[config.mk]
export PLATFORM = sky130hd
export DESIGN_NAME = fifo_ctrl
export DESIGN_NICKNAME = d
export VERILOG_FILES = /design/src/rtl/fifo_ctrl_pkg.sv /design/src/rtl/fifo_ctrl.sv
export SDC_FILE = /design/constraint.sdc
export NUM_CORES = 1
export LEC_CHECK = 0
export ABC_AREA = 1
export BUFFER_PORTS_ARGS = -buffer_cell sky130_fd_sc_hd__clkbuf_2
export CORE_AREA = 4 4 41 43
export DETAILED_ROUTE_END_ITERATION = 10
export DIE_AREA = 0 0 45 47
export GPL_TIMING_DRIVEN = 0
export PLACE_DENSITY = 0.68
export SETUP_SLACK_MARGIN = 0.1
export SLEW_MARGIN = 20
export SYNTH_ARGS = -nofsm -noshare
export SYNTH_HDL_FRONTEND = slang
export SYNTH_SLANG_ARGS = --single-unit
[constraint.sdc]
create_clock -name i_clk -period 1.7 [get_ports i_clk]
set_input_delay 0 -clock i_clk [delete_from_list [all_inputs] [get_ports i_clk]]
set_output_delay 0 -clock i_clk [all_outputs]
set_load 0.1 [all_outputs]
[src/rtl/fifo_ctrl_pkg.sv]
// fifo_ctrl_pkg: shared types and helpers for the FIFO pointer/flag controller.
package fifo_ctrl_pkg;

    // Per-cycle operation, encoded as {write accepted, read accepted}.
    typedef enum logic [1:0] {
        OP_NOP = 2'b00,
        OP_RD  = 2'b01,
        OP_WR  = 2'b10,
        OP_RW  = 2'b11
    } fifo_op_t;

    // FIFO depth for a given register-file address width.
    function automatic int unsigned fifo_depth(input int unsigned addr_width);
        return 32'd1 << addr_width;
    endfunction

endpackage

[src/rtl/fifo_ctrl.sv]
// fifo_ctrl: pointer/flag controller that turns a 1W/1R (combinational read)
// register file into a first-word-fall-through circular FIFO.
// Optional build macro FIFO_CTRL_ERR_EN adds sticky o_overflow/o_underflow.
module fifo_ctrl
    import fifo_ctrl_pkg::*;
#(
    parameter int ADDR_WIDTH      = 2,
    parameter int ALMOST_FULL_LVL = 3
) (
    input  logic                  i_clk,
    input  logic                  i_rst_n,
    input  logic                  i_wr,
    input  logic                  i_rd,
    output logic                  o_write_en,
    output logic [ADDR_WIDTH-1:0] o_write_addr,
    output logic [ADDR_WIDTH-1:0] o_read_addr,
    output logic                  o_full,
    output logic                  o_empty,
    output logic                  o_almost_full,
`ifdef FIFO_CTRL_ERR_EN
    output logic                  o_overflow,
    output logic                  o_underflow,
`endif
    output logic [ADDR_WIDTH:0]   o_count
);

    localparam int DEPTH = int'(fifo_depth(ADDR_WIDTH));
    // Out-of-range levels are clamped so the flag can still assert at full.
    localparam int AF_CLAMP = (ALMOST_FULL_LVL > DEPTH) ? DEPTH : ALMOST_FULL_LVL;
    localparam logic [ADDR_WIDTH:0] AF_LVL = (ADDR_WIDTH+1)'(AF_CLAMP);

    logic [ADDR_WIDTH-1:0] r_wptr, r_rptr;
    logic [ADDR_WIDTH:0]   r_count;
    logic                  r_full, r_empty, r_almost_full;

    logic [ADDR_WIDTH-1:0] w_wptr_inc, w_rptr_inc;
    logic [ADDR_WIDTH-1:0] w_wptr_nxt, w_rptr_nxt;
    logic [ADDR_WIDTH:0]   w_count_nxt;
    logic                  w_full_nxt, w_empty_nxt, w_af_nxt;
    logic                  w_wr_ok, w_rd_ok;
    fifo_op_t              w_op;

    // A pop is only honoured when data is present; a push is honoured when
    // there is room, or when full but a pop frees the slot in the same cycle
    // (the read port sees the old head before the write lands at the edge).
    assign w_rd_ok    = i_rd & ~r_empty;
    assign w_wr_ok    = i_wr & (~r_full | w_rd_ok);
    assign w_op       = fifo_op_t'({w_wr_ok, w_rd_ok});
    assign w_wptr_inc = r_wptr + ADDR_WIDTH'(1);
    assign w_rptr_inc = r_rptr + ADDR_WIDTH'(1);

    // Next-state decode for pointers, occupancy and flags.
    always_comb begin
        w_wptr_nxt  = r_wptr;
        w_rptr_nxt  = r_rptr;
        w_count_nxt = r_count;
        w_full_nxt  = r_full;
        w_empty_nxt = r_empty;
        case (w_op)
            OP_RD: begin
                w_rptr_nxt  = w_rptr_inc;
                w_count_nxt = r_count - (ADDR_WIDTH+1)'(1);
                w_full_nxt  = 1'b0;
                w_empty_nxt = (w_rptr_inc == r_wptr);
            end
            OP_WR: begin
                w_wptr_nxt  = w_wptr_inc;
                w_count_nxt = r_count + (ADDR_WIDTH+1)'(1);
                w_empty_nxt = 1'b0;
                w_full_nxt  = (w_wptr_inc == r_rptr);
            end
            OP_RW: begin
                w_wptr_nxt = w_wptr_inc;
                w_rptr_nxt = w_rptr_inc;
            end
            default: ;
        endcase
        w_af_nxt = (w_count_nxt >= AF_LVL);
    end

    // State register; reset discards the logical contents immediately.
    always_ff @(posedge i_clk or negedge i_rst_n) begin
        if (!i_rst_n) begin
            r_wptr        <= '0;
            r_rptr        <= '0;
            r_count       <= '0;
            r_full        <= 1'b0;
            r_empty       <= 1'b1;
            r_almost_full <= 1'b0;
        end else begin
            r_wptr        <= w_wptr_nxt;
            r_rptr        <= w_rptr_nxt;
            r_count       <= w_count_nxt;
            r_full        <= w_full_nxt;
            r_empty       <= w_empty_nxt;
            r_almost_full <= w_af_nxt;
        end
    end

`ifdef FIFO_CTRL_ERR_EN
    logic r_overflow, r_underflow;

    // Sticky error flags: a dropped push (full, no pop) or a dropped pop
    // (empty, no push) sets them; only reset clears them.
    always_ff @(posedge i_clk or negedge i_rst_n) begin
        if (!i_rst_n) begin
            r_overflow  <= 1'b0;
            r_underflow <= 1'b0;
        end else begin
            if (i_wr & r_full & ~i_rd)
                r_overflow <= 1'b1;
            if (i_rd & r_empty & ~i_wr)
                r_underflow <= 1'b1;
        end
    end

    assign o_overflow  = r_overflow;
    assign o_underflow = r_underflow;
`endif

    // The strobe is held low while reset is asserted, whatever i_wr does.
    assign o_write_en    = w_wr_ok & i_rst_n;
    assign o_write_addr  = r_wptr;
    assign o_read_addr   = r_rptr;
    assign o_full        = r_full;
    assign o_empty       = r_empty;
    assign o_almost_full = r_almost_full;
    assign o_count       = r_count;

endmodule
# [After elaboration in Yosys (flattened, before gate mapping)]
# Cells that the tools add are included.
[totals] out_inout_bits=11 reg_bits=10 word_cells=28 in_bits=4
[classes] n_mux=3 n_bitwise=6 eq_ne=5 order_cmp=1 reduce_logical=3 n_addsub=4
[ops] operator="3-bit case mux with 2 select lines" n=1
[ops] operator="2-bit by 1-bit adder with 2-bit output, second input constant" n=2
[ops] operator="2-bit == test" n=2
[ops] operator="2-bit == test, second input constant" n=2
[ops] operator="1-bit case mux with 2 select lines" n=2
[ops] operator="2-bit OR reduction" n=2
[ops] operator="3-bit by 1-bit adder with 3-bit output, second input constant" n=1
[ops] operator="1-bit bitwise AND" n=3
[ops] operator="3-bit by 2-bit greater-or-equal comparator with 1-bit output, second input constant" n=1
[ops] operator="3-bit by 1-bit subtractor with 3-bit output, second input constant" n=1
[ops] operator="2-bit by 1-bit == test with 1-bit output, second input constant" n=1
[ops] operator="1-bit NOT" n=2
[ops] operator="2-bit nonzero test" n=1
[ops] operator="1-bit bitwise OR" n=1

# [Logic depth before layout (Yosys ltp)]
[depth] word_depth=7 depth_mapped=10 ltp_nobuf=10

# [Worst setup path before layout]
# Ideal clock, no wire load.
[synth_timing] kind="reg-to-reg" from="register r_empty, in the netlist o_empty" to="register r_almost_full, in the netlist o_almost_full" required_ns=1.570 arrival_ns=2.120 n_path_buf=0 period_less_slack_ns=2.251 setup_ns=0.130 path_slack_ns=-0.551 path_stages_with_launch=9 cell_sequence="dfstp_2 > inv_1 > nand2_1 > a21boi_2 > ha_1 > fa_1 > o21ai_0 > nand2_1 > nand3_1"
[synth_via] elab_chain_len=7 elab_cells_between_ends=8 classes_between="1 x order compare; 2 x eq/ne; 1 x mux; 4 x bitwise"
[synth_rtl] item="start: declaration" line_no="fifo_ctrl.sv:34" rtl="logic r_full, r_empty, r_almost_full;"
[synth_rtl] item="start signal: assignment" line_no="fifo_ctrl.sv:95" rtl="r_empty <= w_empty_nxt;"
[synth_rtl] item="1-bit NOT *" line_no="fifo_ctrl.sv:46" rtl="assign w_rd_ok = i_rd & ~r_empty;"
[synth_rtl] item="1-bit bitwise AND *" line_no="fifo_ctrl.sv:46"
[synth_rtl] item="1-bit bitwise OR" line_no="fifo_ctrl.sv:47" rtl="assign w_wr_ok = i_wr & (~r_full | w_rd_ok);"
[synth_rtl] item="1-bit bitwise AND" line_no="fifo_ctrl.sv:47"
[synth_rtl] item="2-bit == test / 2-bit by 1-bit == test with 1-bit output (equally long branches)" line_no="fifo_ctrl.sv:59" rtl="case (w_op)"
[synth_rtl] item="3-bit case mux with 2 select lines *" line_no="fifo_ctrl.sv:59"
[synth_rtl] item="named net w_count_nxt[1]" line_no="fifo_ctrl.sv:38" rtl="logic [ADDR_WIDTH:0] w_count_nxt;"
[synth_rtl] item="3-bit by 2-bit greater-or-equal comparator with 1-bit output *" line_no="fifo_ctrl.sv:78" rtl="w_af_nxt = (w_count_nxt >= AF_LVL);"
[synth_rtl] item="named net w_af_nxt" line_no="fifo_ctrl.sv:39" rtl="logic w_full_nxt, w_empty_nxt, w_af_nxt;"
[synth_rtl] item="end signal: assignment" line_no="fifo_ctrl.sv:96" rtl="r_almost_full <= w_af_nxt;"
[synth_rtl] item="end: declaration" line_no="fifo_ctrl.sv:34"
# Mark *: on every way through the listed nets, which the timed path passes. The rest lies on a longest branch.
# A chain may end at the register's enable or synchronous reset.

# [Worst setup path in the final report]
# Same ends and word-level chain as after synthesis.

==> metrics.txt <==
outcome complete, but fails checks; violated checks negative setup slack; Die H 47 µm; total track usage 0.148; Synth Flop Type dfrtp_1; register bit total from synthesis 10; Final Max Tran Viols 0; Worst Setup End Kind flop; Seq/Total Area, Yosys 0.456; via count 546; synthesized instance count 71; Critical Path Start Type flop; die area 2120 µm²; crit path capture o_almost_full$_DFF_PN0_; Clock Root Buffer clkbuf_4; Slew @ Worst Pin 0.542 ns; vias in the first global route 503; Max-Cap Viols 0; FP Rows 13; Final Wtd Congestion 0.898; CTS tree yes; EDFF count, synth 0; clock skew 0.00360 ns; mapped cell area 552 µm²; worst setup slack after layout -0.0660 ns; synth warn 0; H-tree depth 1; Area Growth Syn to Fin 52.4%; drt initial violations 10; worst-skew pair later-pin latency 0.27 ns; Fmax achieved 566 MHz; drt via density 4.83; CTS Buffer Depth 2; Synth top area share 0.408; FFs w/ async S/R, synth 1.00; IO buf count 14; critical-path maximum fanout 2; total gr overflow 0; DRC 0; Mean Syn Cell Area 7.77 µm²; Final #Nets 106; WL per Instance 12.0 µm; # IOs 15; final-report hold violation count 0; Detail Route Antenna Nets 0; WL final 1350 µm; Period minus WS final 1.77 ns; Fill cells 120; Final Cycle Share 1.04; Die W 45 µm; Mapped Nets 78; drt first pass iters 3; fin util 0.646; top post-synthesis cells by count nand2_1, inv_1, dfrtp_1; Setup CP Type flop to flop; CP required 1.86 ns; Setup TNS -0.114 ns; CTS sink count 10; most frequent cell after synthesis nand2_1; dominant cell type by area after synthesis dfrtp_1; unrepaired setup endpoints after global routing yes; R2R depth 8; first-pass GRT wire length 2100 µm; antenna violations before repair 0; Detailed Place HPWL 883 µm; # diodes 0; R2R setup slack -0.07 ns; largest net degree at the start of global routing 12; FF-to-FF Start o_empty$_DFFE_PN1N_; Final setup viols 2; largest cells by area after synthesis dfrtp_1, nand2_1, inv_1, nand3_1, dfstp_2; total CTS buffers 3; R2R Path End o_almost_full$_DFF_PN0_; Slew headroom 0.640; share of cells above drive strength 1 0.459; Netlist cell types 16; min-delay worst type primary input to asynchronous set/reset pin; Clk pin slew, worst setup/hold paths 0.07 ns; Arr. time, crit path 1.92 ns; core area 1300 µm²; Worst Setup SP o_empty$_DFFE_PN1N_; initial core utilization 0.424
worst min path at each step:
stage          startpoint                     endpoint  slack [ns]
2_1_floorplan     i_rst_n      o_almost_full$_DFF_PN0_       -0.30
3_3_place_gp      i_rst_n  o_write_addr[1]$_DFFE_PN0P_       -0.11
3_5_place_dp      i_rst_n  o_write_addr[1]$_DFFE_PN0P_       -0.11
4_1_cts           i_rst_n  o_write_addr[1]$_DFFE_PN0P_        0.13
5_1_grt           i_rst_n  o_write_addr[1]$_DFFE_PN0P_        0.16
6_report          i_rst_n  o_write_addr[0]$_DFFE_PN0P_        0.13
per-layer routing:
| metal | vias up | track usage | share of wire |
|---|---|---|---|
| li1 | 275 | - | - |
| met1 | 246 | 0.188 | 0.45 |
| met2 | 18 | 0.220 | 0.47 |
| met3 | 7 | 0.0230 | 0.037 |
| met4 | 0 | 0.123 | 0.043 |
| met5 | - | 0 | 0 |
state kept, by name, summed over array words and instances (netlist names):
register and flops:
o_full 1, o_write_addr 2, o_almost_full 1, o_read_addr 2, o_count 3, o_empty 1
critical path: stages (launching register included):
cell,delay [ns]
dfstp_4,0.62
inv_2,0.04
nand2_4,0.06
a21boi_4,0.06
ha_4,0.16
fa_2,0.52
o21ai_2,0.06
nand2_1,0.07
nand3_1,0.06
through the flow:
step | cell area, µm² | cells | hold slack, ns | setup WS (ns)
after floorplan | 593 | 71 | -0.296 | -0.318
after global placement | 682 | 100 | -0.114 | -0.131
after detailed placement | 682 | 100 | -0.113 | -0.209
after CTS | 801 | 112 | 0.128 | -0.0872
after global routing | 841 | 113 | 0.155 | -0.107
final | 841 | 113 | 0.130 | -0.0660
placed cells by master, fill, tap and decap left out, drive strengths merged:
master / Yosys / final
a21boi: 1 / 1
a21oi: 2 / 2
and2: 1 / 1
buf: 0 / 9
clkbuf: 0 / 17
dfrtp: 9 / 9
dfstp: 1 / 1
dlygate4sd3: 0 / 1
fa: 1 / 1
ha: 2 / 2
inv: 12 / 12
nand2: 24 / 24
nand3: 7 / 7
nand4: 1 / 1
nor2: 6 / 6
o21ai: 1 / 1
o22ai: 1 / 1
xnor2: 1 / 1
xor2: 1 / 1
timing repair:
item,in CTS,in global routing
setup endpoints to repair,4,7
setup buffers,7,1
hold buffers,1,0
pin swaps,10,5
hold endpoints to repair,10,0
resized for setup,10,9
cell type report:
type | count | area (µm²) | area share
multi-input cells | 49 | 335 | 0.399
repair buffers | 23 | 159 | 0.189
flip-flops and latches | 10 | 256 | 0.305
well taps | 15 | 18.8 | 0.0223
inverters | 12 | 45.0 | 0.0536
clock buffers | 4 | 26.3 | 0.0313
kinds of logic (layout without fill, tap and decap cells):
kind of cell	count (synthesis)	after routing	share of synthesized area
XOR/XNOR	2	2	0.0318
AND/OR/NAND/NOR	39	39	0.290
flip-flops	10	10	0.456
buffers and inverters	12	39	0.0816
adder cells (fa/ha/maj)	3	3	0.0816
AO/OA/AOI/OAI	5	5	0.0590
Power is left out: the tool's default activity adds up to more than one toggle a clock period on the data nets, which glitch-free logic cannot reach.
